[src/rtl/dmem_arbiter.sv]
// dmem_arbiter: round-robin arbiter and sequencer that shares one 256-bit
// line memory between the instruction-cache and data-cache miss ports.
module dmem_arbiter #(
    parameter int ADDR_W = 32,
    parameter int LINE_W = 256
) (
    input  logic              clk_i,
    input  logic              rst_i,
    input  logic              p0_req_i,
    input  logic              p0_we_i,
    input  logic [ADDR_W-1:0] p0_addr_i,
    input  logic [LINE_W-1:0] p0_wdata_i,
    output logic              p0_ack_o,
    output logic [LINE_W-1:0] p0_rdata_o,
    input  logic              p1_req_i,
    input  logic              p1_we_i,
    input  logic [ADDR_W-1:0] p1_addr_i,
    input  logic [LINE_W-1:0] p1_wdata_i,
    output logic              p1_ack_o,
    output logic [LINE_W-1:0] p1_rdata_o,
    output logic              mem_enable_o,
    output logic              mem_write_o,
    output logic [ADDR_W-1:0] mem_addr_o,
    output logic [LINE_W-1:0] mem_data_o,
    input  logic              mem_ack_i,
    input  logic [LINE_W-1:0] mem_data_i,
    output logic              busy_o
);

    typedef enum logic [1:0] {
        IDLE,
        ISSUE,
        WAIT,
        RESP
    } state_t;

    state_t state;
    logic   grant;
    logic   last_grant;
    logic   any_req;
    logic   pick;
    logic   resp;

    assign any_req = p0_req_i | p1_req_i;
    // Port 1 wins when alone, or on contention when port 0 was served last.
    assign pick    = p1_req_i & (~p0_req_i | ~last_grant);
    assign resp    = (state == RESP);

    assign p0_rdata_o = (resp && !grant) ? mem_data_i : '0;
    assign p1_rdata_o = (resp &&  grant) ? mem_data_i : '0;

    always_ff @(posedge clk_i) begin
        if (rst_i) begin
            state        <= IDLE;
            grant        <= 1'b0;
            last_grant   <= 1'b1;
            mem_enable_o <= 1'b0;
            mem_write_o  <= 1'b0;
            mem_addr_o   <= '0;
            mem_data_o   <= '0;
            p0_ack_o     <= 1'b0;
            p1_ack_o     <= 1'b0;
            busy_o       <= 1'b0;
        end else begin
            mem_enable_o <= 1'b0;
            p0_ack_o     <= 1'b0;
            p1_ack_o     <= 1'b0;
            case (state)
                IDLE: begin
                    if (any_req) begin
                        grant        <= pick;
                        mem_write_o  <= pick ? p1_we_i : p0_we_i;
                        mem_addr_o   <= pick ? p1_addr_i : p0_addr_i;
                        mem_data_o   <= pick ? p1_wdata_i : p0_wdata_i;
                        mem_enable_o <= 1'b1;
                        busy_o       <= 1'b1;
                        state        <= ISSUE;
                    end
                end
                ISSUE: begin
                    state <= WAIT;
                end
                WAIT: begin
                    if (mem_ack_i) begin
                        p0_ack_o <= ~grant;
                        p1_ack_o <= grant;
                        state    <= RESP;
                    end
                end
                RESP: begin
                    last_grant <= grant;
                    busy_o     <= 1'b0;
                    state      <= IDLE;
                end
                default: begin
                    state <= IDLE;
                end
            endcase
        end
    end

endmodule

[config.mk]
export PLATFORM = sky130hd
export DESIGN_NAME = dmem_arbiter
export DESIGN_NICKNAME = d
export VERILOG_FILES = /design/src/rtl/dmem_arbiter.sv
export SDC_FILE = /design/constraint.sdc
export NUM_CORES = 1
export LEC_CHECK = 0
export BUFFER_PORTS_ARGS = -buffer_cell sky130_fd_sc_hd__buf_2
export CAP_MARGIN = 20
export CELL_PAD_IN_SITES_DETAIL_PLACEMENT = 0
export CELL_PAD_IN_SITES_GLOBAL_PLACEMENT = 1
export CORE_AREA = 4 4 633 635
export CTS_CLUSTER_DIAMETER = 60
export DETAILED_ROUTE_END_ITERATION = 7
export DIE_AREA = 0 0 637 639
export GPL_TIMING_DRIVEN = 0
export PLACE_DENSITY_LB_ADDON = 0.12
export SYNTH_ARGS = -nofsm -noshare
export SYNTH_HDL_FRONTEND = slang
export SYNTH_SLANG_ARGS = --single-unit
[constraint.sdc]
create_clock -name clk_i -period 3.4 [get_ports clk_i]
set_input_delay 0.68 -clock clk_i [delete_from_list [all_inputs] [get_ports clk_i]]
set_output_delay 0.68 -clock clk_i [all_outputs]
set_load 0.05 [all_outputs]
==> flow_metrics.env, run 1 <==
export IMPL_synth_async_reset_ratio_pct=0
export IMPL_multi_input_area_mm2=0.00973
export IMPL_postCtsHoldBufs=0
export IMPL_cap_violations=0
export IMPL_grt_pass1_vias=26197
export IMPL_grt_max_degree=13
export IMPL_yosys_warnings=0
export IMPL_clock_insertion_delay_worst_skew_ps=780
export IMPL_grt_pass1_wl_mm=349
export IMPL_clockBufferDepth=4
export IMPL_crit_path_max_fanout=10
export IMPL_finalSetupViolCount=0
export IMPL_die_area_mm2=0.407
export IMPL_clock_power_share_pct=27.5
export IMPL_yosysMostFrequentCell="dfxtp_1"
export IMPL_period_minus_slack_ps=3320
export IMPL_synthCells=2245
export IMPL_setup_worst_path_start_class="flip-flop"
export IMPL_gp_congestion=0.905
export IMPL_syn_to_final_growth_pct=114
export IMPL_path_clk_slew_ps=50
export IMPL_synthTopCellsByArea="dfxtp_1 36%, and2_1 9.6%, and3_1 9.6%, a211oi_1 8.9%, a21oi_1 8.7%"
export IMPL_p_switching_mw=16.6
export IMPL_portBuffers=1642
export IMPL_netlist_top_cells_count="297 x dfxtp_1, 296 x nor2_1, 291 x a21oi_1"
export IMPL_die_height_um=639
export IMPL_worstReg2RegStart="state[0]"
export IMPL_initial_core_util_pct=4.23
export IMPL_syn_mean_instance_area_um2=7.44
export IMPL_viasPerCell=2.81
export IMPL_synthFlopType="dfxtp_1"
export IMPL_report_final_hold_viol_count=0
export IMPL_cts_tree="yes"
export IMPL_fin_worst_skew_ps=71.6
export IMPL_worstPathCellList="clkbuf_2 > clkbuf_1 > and3_1 > buf_2"
export IMPL_drtIter0Drc=1594
export IMPL_r2r_cells=7
export IMPL_grt_ovfl_total=0
export IMPL_ctsRootBufferMaster="clkbuf_16"
export IMPL_yosysTopAreaCell="dfxtp_1"
export IMPL_grt_antenna_before_repair=296
export IMPL_yosysSeqAreaShare_pct=35.6
export IMPL_fp_dieW_um=637
export IMPL_ys_types=27
export IMPL_first_pass_iters=5
export IMPL_yosysTopAreaCellShare_pct=35.6
export IMPL_wire_per_inst_um=31.0
export IMPL_finalNonFillerCells=9332
export IMPL_regArea_mm2=0.00595
export IMPL_core_area_mm2=0.395
export IMPL_dp_cells=9135
export IMPL_wl_mm=289
export IMPL_io_pins=1644
export IMPL_p_int_mw=14.0
export IMPL_ys_ff_latch=297
export IMPL_finalSetupTns_ps=0
export IMPL_fillers=46614
export IMPL_crit_arrival_ps=2640
export IMPL_tightest_slew_ps=1100
export IMPL_switching_share_pct=54.2
export IMPL_rrSetupSlack_ps=400
export IMPL_endpoint_kind="output port"
export IMPL_status="finished clean"
export IMPL_startpoint="grant"
export IMPL_drc=0
export IMPL_whs_ps=138
export IMPL_worst_endpoint_required_ps=2720
export IMPL_hold_depth=3
export IMPL_crit_type="flip-flop to output port"
export IMPL_seq_power_share_pct=18.8
export IMPL_finalCritPeriodShare_pct=97.6
export IMPL_cpMaxStageDelayCell="dfxtp_4"
export IMPL_syn_area_mm2=0.0167
export IMPL_p_leak_nw=17.2
export IMPL_cts_sinks=297
export IMPL_layout_drive_gt1_share_pct=51.3
export IMPL_cts_buffers_inserted=84
export IMPL_rows=231
export IMPL_hpwl_mm=258
export IMPL_slowest_delay_ps=500
export IMPL_synth_edff_count=0
export IMPL_synth_nets=3088
export IMPL_max_slew_margin_rel_pct=26.6
export IMPL_slew_violations=0
export IMPL_powerDensity_mw_per_mm2=858
export IMPL_holdCritStartpoint="p0_wdata_i[139]"
export IMPL_peakVddDrop_uv=364
export IMPL_combPwrFrac_pct=53.7
export IMPL_htree_levels=3
export IMPL_fmax_ghz=0.301
export IMPL_rsz0062_at_grt="false"
export IMPL_grt_use_total_pct=13.6
export IMPL_num_vias=26196
export IMPL_nets=4827
export IMPL_hold_path_class="primary input to flip-flop"
export IMPL_p_total_mw=30.6
export IMPL_ant_nets=0
-- power by group through the flow --
stage / Clock (mW) / Sequential [mW] / Combinational, mW
detailed placement: 0 / 5.80 / 16.7
finish: 8.41 / 5.76 / 16.5
CTS: 8.86 / 5.79 / 17.0
global route: 8.93 / 5.95 / 17.5
global placement: 0 / 5.79 / 16.7
floorplan: 0 / 10.5 / 4.90
-- state kept, by name (all words and copies together) (netlist names) --
name / count
mem_data_o: 256
mem_addr_o: 32
state: 2
busy_o: 1
grant: 1
last_grant: 1
mem_enable_o: 1
mem_write_o: 1
p0_ack_o: 1
p1_ack_o: 1
-- final timing paths --
path | to
max | p1_rdata_o[123]
min | mem_data_o[139]
max reg2reg | mem_data_o[150]
min reg2reg | mem_data_o[102]
-- through the flow --
stage,setup slack (ps),utilization [%],instance area [um2]
after floorplan,961,-,16700
after global placement,-1280,7.97,31500
after detailed placement,-649,7.99,31600
after CTS,17.6,9.00,35600
after global routing,0.285,9.01,35600
final,80.8,9.03,35700
-- repair_timing --
item	in CTS	in global routing
buffers inserted	5	0
gates resized for setup	391	10
endpoints found under the setup margin	508	18
gates cloned	1	0
-- cell usage in the layout (no fill, tap or decap), types with 30 or more instances in the layout --
master / synthesis / final
a211oi_1: 197 / 197
a211oi_2: 92 / 92
nand2_1: 290 / 290
clkbuf_1: 146 / 90
buf_2: 78 / 1531
clkbuf_16: 0 / 87
clkbuf_2: 0 / 41
and3_1: 256 / 251
a21oi_1: 291 / 290
dfxtp_1: 297 / 294
nor2_1: 296 / 296
diode_2: 0 / 44
and2_1: 256 / 240
buf_6: 1 / 30
buf_4: 15 / 165
-- critical path, delay by kind of cell (launching register included) --
kind	cells	cell delay (ps)
AND/OR/NAND/NOR	1	380
buffers and inverters	3	1000
flip-flops	1	500
-- routing by layer --
layer,share of wire (%),up-vias,track usage [%]
li1,-,11304,-
met1,42,12596,16.8
met2,46,1603,22.6
met3,8.9,593,5.06
met4,2.3,100,2.23
met5,0.21,-,0
-- layout make-up --
class | count | share of cell area (%)
diodes | 44 | 0.309
plain buffers | 246 | 3.91
clock buffers | 116 | 6.76
clock inverters | 32 | 1.20
inverters | 2 | 0.0210
multi-input cells | 1699 | 27.3
flip-flops and latches | 297 | 16.7
well taps | 5242 | 18.4
repair buffers | 1654 | 25.5
-- cells by family after synthesis --
group                    count (synthesis)  share of synthesized area [%]
AO/OA/AOI/OAI                          587                           24.8
multiplexers                             2                          0.127
AND/OR/NAND/NOR                       1106                           32.6
adder cells (fa/ha/maj)                  4                          0.300
flip-flops                             297                           35.6
buffers and inverters                  249                           6.56
Power figures use the tool's default switching activity.
==> inputs of run 2 (changes only) <==
--- a/config.mk
+++ b/config.mk
@@ -10,11 +10,13 @@
 export CELL_PAD_IN_SITES_DETAIL_PLACEMENT = 0
 export CELL_PAD_IN_SITES_GLOBAL_PLACEMENT = 1
 export CORE_AREA = 4 4 633 635
+export CTS_BUF_LIST = sky130_fd_sc_hd__clkbuf_8 sky130_fd_sc_hd__clkbuf_16
 export CTS_CLUSTER_DIAMETER = 60
 export DETAILED_ROUTE_END_ITERATION = 7
 export DIE_AREA = 0 0 637 639
 export GPL_TIMING_DRIVEN = 0
 export PLACE_DENSITY_LB_ADDON = 0.12
+export SKIP_LAST_GASP = 1
 export SYNTH_ARGS = -nofsm -noshare
 export SYNTH_HDL_FRONTEND = slang
 export SYNTH_SLANG_ARGS = --single-unit
==> run 2 against run 1 <==
Effect of this change: final area is essentially flat; critical path type unchanged; critical path depth is the same; clock skew is essentially flat.
==> flow_metrics.env, run 2 (synthesized netlist as in run 1, its figures left out) <==
export IMPL_initial_core_util_pct=4.23
export IMPL_io_pins=1644
export IMPL_finalCritPeriodShare_pct=97.2
export IMPL_portBuffers=1642
export IMPL_nets=4827
export IMPL_powerDensity_mw_per_mm2=857
export IMPL_grt_ovfl_total=0
export IMPL_cts_sinks=297
export IMPL_clockBufferDepth=4
export IMPL_drc=0
export IMPL_p_total_mw=30.6
export IMPL_grt_busiest_layer="met2"
export IMPL_peakVddDrop_uv=364
export IMPL_cap_violations=0
export IMPL_crit_type="flip-flop to output port"
export IMPL_hold_depth=3
export IMPL_r2r_cells=7
export IMPL_cts_buffers_inserted=84
export IMPL_fmax_ghz=0.303
export IMPL_ctsRootBufferMaster="clkbuf_16"
export IMPL_die_height_um=639
export IMPL_p_leak_nw=17.3
export IMPL_syn_to_final_growth_pct=114
export IMPL_largest_reg_flops=256
export IMPL_hpwl_mm=258
export IMPL_grt_pass1_wl_mm=349
export IMPL_setup_worst_path_start_class="flip-flop"
export IMPL_fin_worst_skew_ps=71.3
export IMPL_rows=231
export IMPL_clock_insertion_delay_worst_skew_ps=780
export IMPL_cts_tree="yes"
export IMPL_period_minus_slack_ps=3300
export IMPL_finalSetupTns_ps=0
export IMPL_crit_arrival_ps=2620
export IMPL_worst_endpoint_required_ps=2720
export IMPL_first_pass_iters=5
export IMPL_finalSetupViolCount=0
export IMPL_drtIter0Drc=1571
export IMPL_status="finished clean"
export IMPL_grt_pass1_vias=26197
export IMPL_tightest_slew_ps=1100
export IMPL_grt_antenna_before_repair=296
export IMPL_wire_per_inst_um=31.0
export IMPL_layout_common_cells="1,525 x buf_2, 296 x nor2_1, 294 x dfxtp_1, 290 x nand2_1, 290 x a21oi_1"
export IMPL_largest_registers="mem_data_o (256), mem_addr_o (32), state (2)"
export IMPL_slew_violations=0
export IMPL_grt_use_total_pct=13.6
export IMPL_htree_levels=3
export IMPL_die_area_mm2=0.407
export IMPL_grt_util_met1_pct=16.8
export IMPL_fp_dieW_um=637
export IMPL_largest_register="mem_data_o"
export IMPL_core_area_mm2=0.395
export IMPL_gp_congestion=0.905
export IMPL_mostFrequentLayoutCell="buf_2"
export IMPL_wl_mm=289
export IMPL_layout_drive_gt1_share_pct=51.3
export IMPL_max_slew_margin_rel_pct=26.6
export IMPL_report_final_hold_viol_count=0
export IMPL_endpoint_kind="output port"
export IMPL_postCtsHoldBufs=0
export IMPL_crit_path_max_fanout=10
export IMPL_grt_max_degree=13
export IMPL_ant_nets=0
export IMPL_path_clk_slew_ps=50
export IMPL_use_met2_pct=22.6
export IMPL_num_vias=26143
export IMPL_hold_path_class="primary input to flip-flop"
export IMPL_use_met3_pct=5.08
export IMPL_rsz0062_at_grt="false"
export IMPL_viasPerCell=2.80
## run 2: changes by cell type in the layout (fill, tap and decap cells not counted)
cell / change
inv_1: +13
diode_2: -5
buf_2: -6
clkbuf_1: -15
buf_4: -2
buf_6: +1
clkbuf_2: -1
clkbuf_4: +10
## run 2: final cells by class
| type | instances | area, um2 |
|---|---|---|
| diodes | 39 | 97.6 |
| flip-flops and latches | 297 | 5950 |
| multi-input cells | 1699 | 9730 |
| fillers | 46601 | 359000 |
| repair buffers | 1654 | 9110 |
| clock buffers | 103 | 2360 |
| clock inverters | 45 | 475 |
| well taps | 5242 | 6560 |
| inverters | 2 | 7.51 |
| plain buffers | 246 | 1400 |
## run 2: worst max-delay path, cell delays in order, from the launching register on
cell and delay, ps:
dfxtp_4 500, clkbuf_2 350, clkbuf_1 340, and3_1 370
buf_2 320
## run 2: through the flow
| stage | std cells | setup WS (ps) | instance area, um2 | hold WS (ps) | util [%] |
|---|---|---|---|---|---|
| after CTS | 9288 | -28.6 | 35500 | 34.4 | 9.00 |
| after detailed placement | 9135 | -649 | 31600 | 491 | 7.99 |
| after floorplan | 2245 | 961 | 16700 | 496 | - |
| after global placement | 9129 | -1280 | 31500 | 485 | 7.97 |
| after global routing | 9295 | 14.6 | 35600 | 69.4 | 9.01 |
| final | 9327 | 95.6 | 35700 | 137 | 9.04 |
## run 2: final timing paths
path,end,slack [ps],startpoint
max,p1_rdata_o[123],100,grant
min,mem_data_o[139],140,p0_wdata_i[139]
max reg2reg,mem_data_o[150],370,state[0]
min reg2reg,mem_data_o[83],500,mem_data_o[83]
## run 2: routing by layer
layer | up-vias | share of wire, %
li1 | 11301 | -
met1 | 12513 | 42
met2 | 1632 | 46
met3 | 597 | 9.2
met4 | 100 | 2.3
met5 | - | 0.21
## run 2: repair_timing
action / CTS / global route
endpoints found under the setup margin: 508 / 112
cloned: 1 / 0
buffers inserted: 5 / 0
gates resized for setup: 388 / 30
## run 2: power breakdown
group | switching [mW] | internal (mW)
Sequential | 0.859 | 4.90
Combinational | 12.9 | 3.55
Clock | 2.84 | 5.54
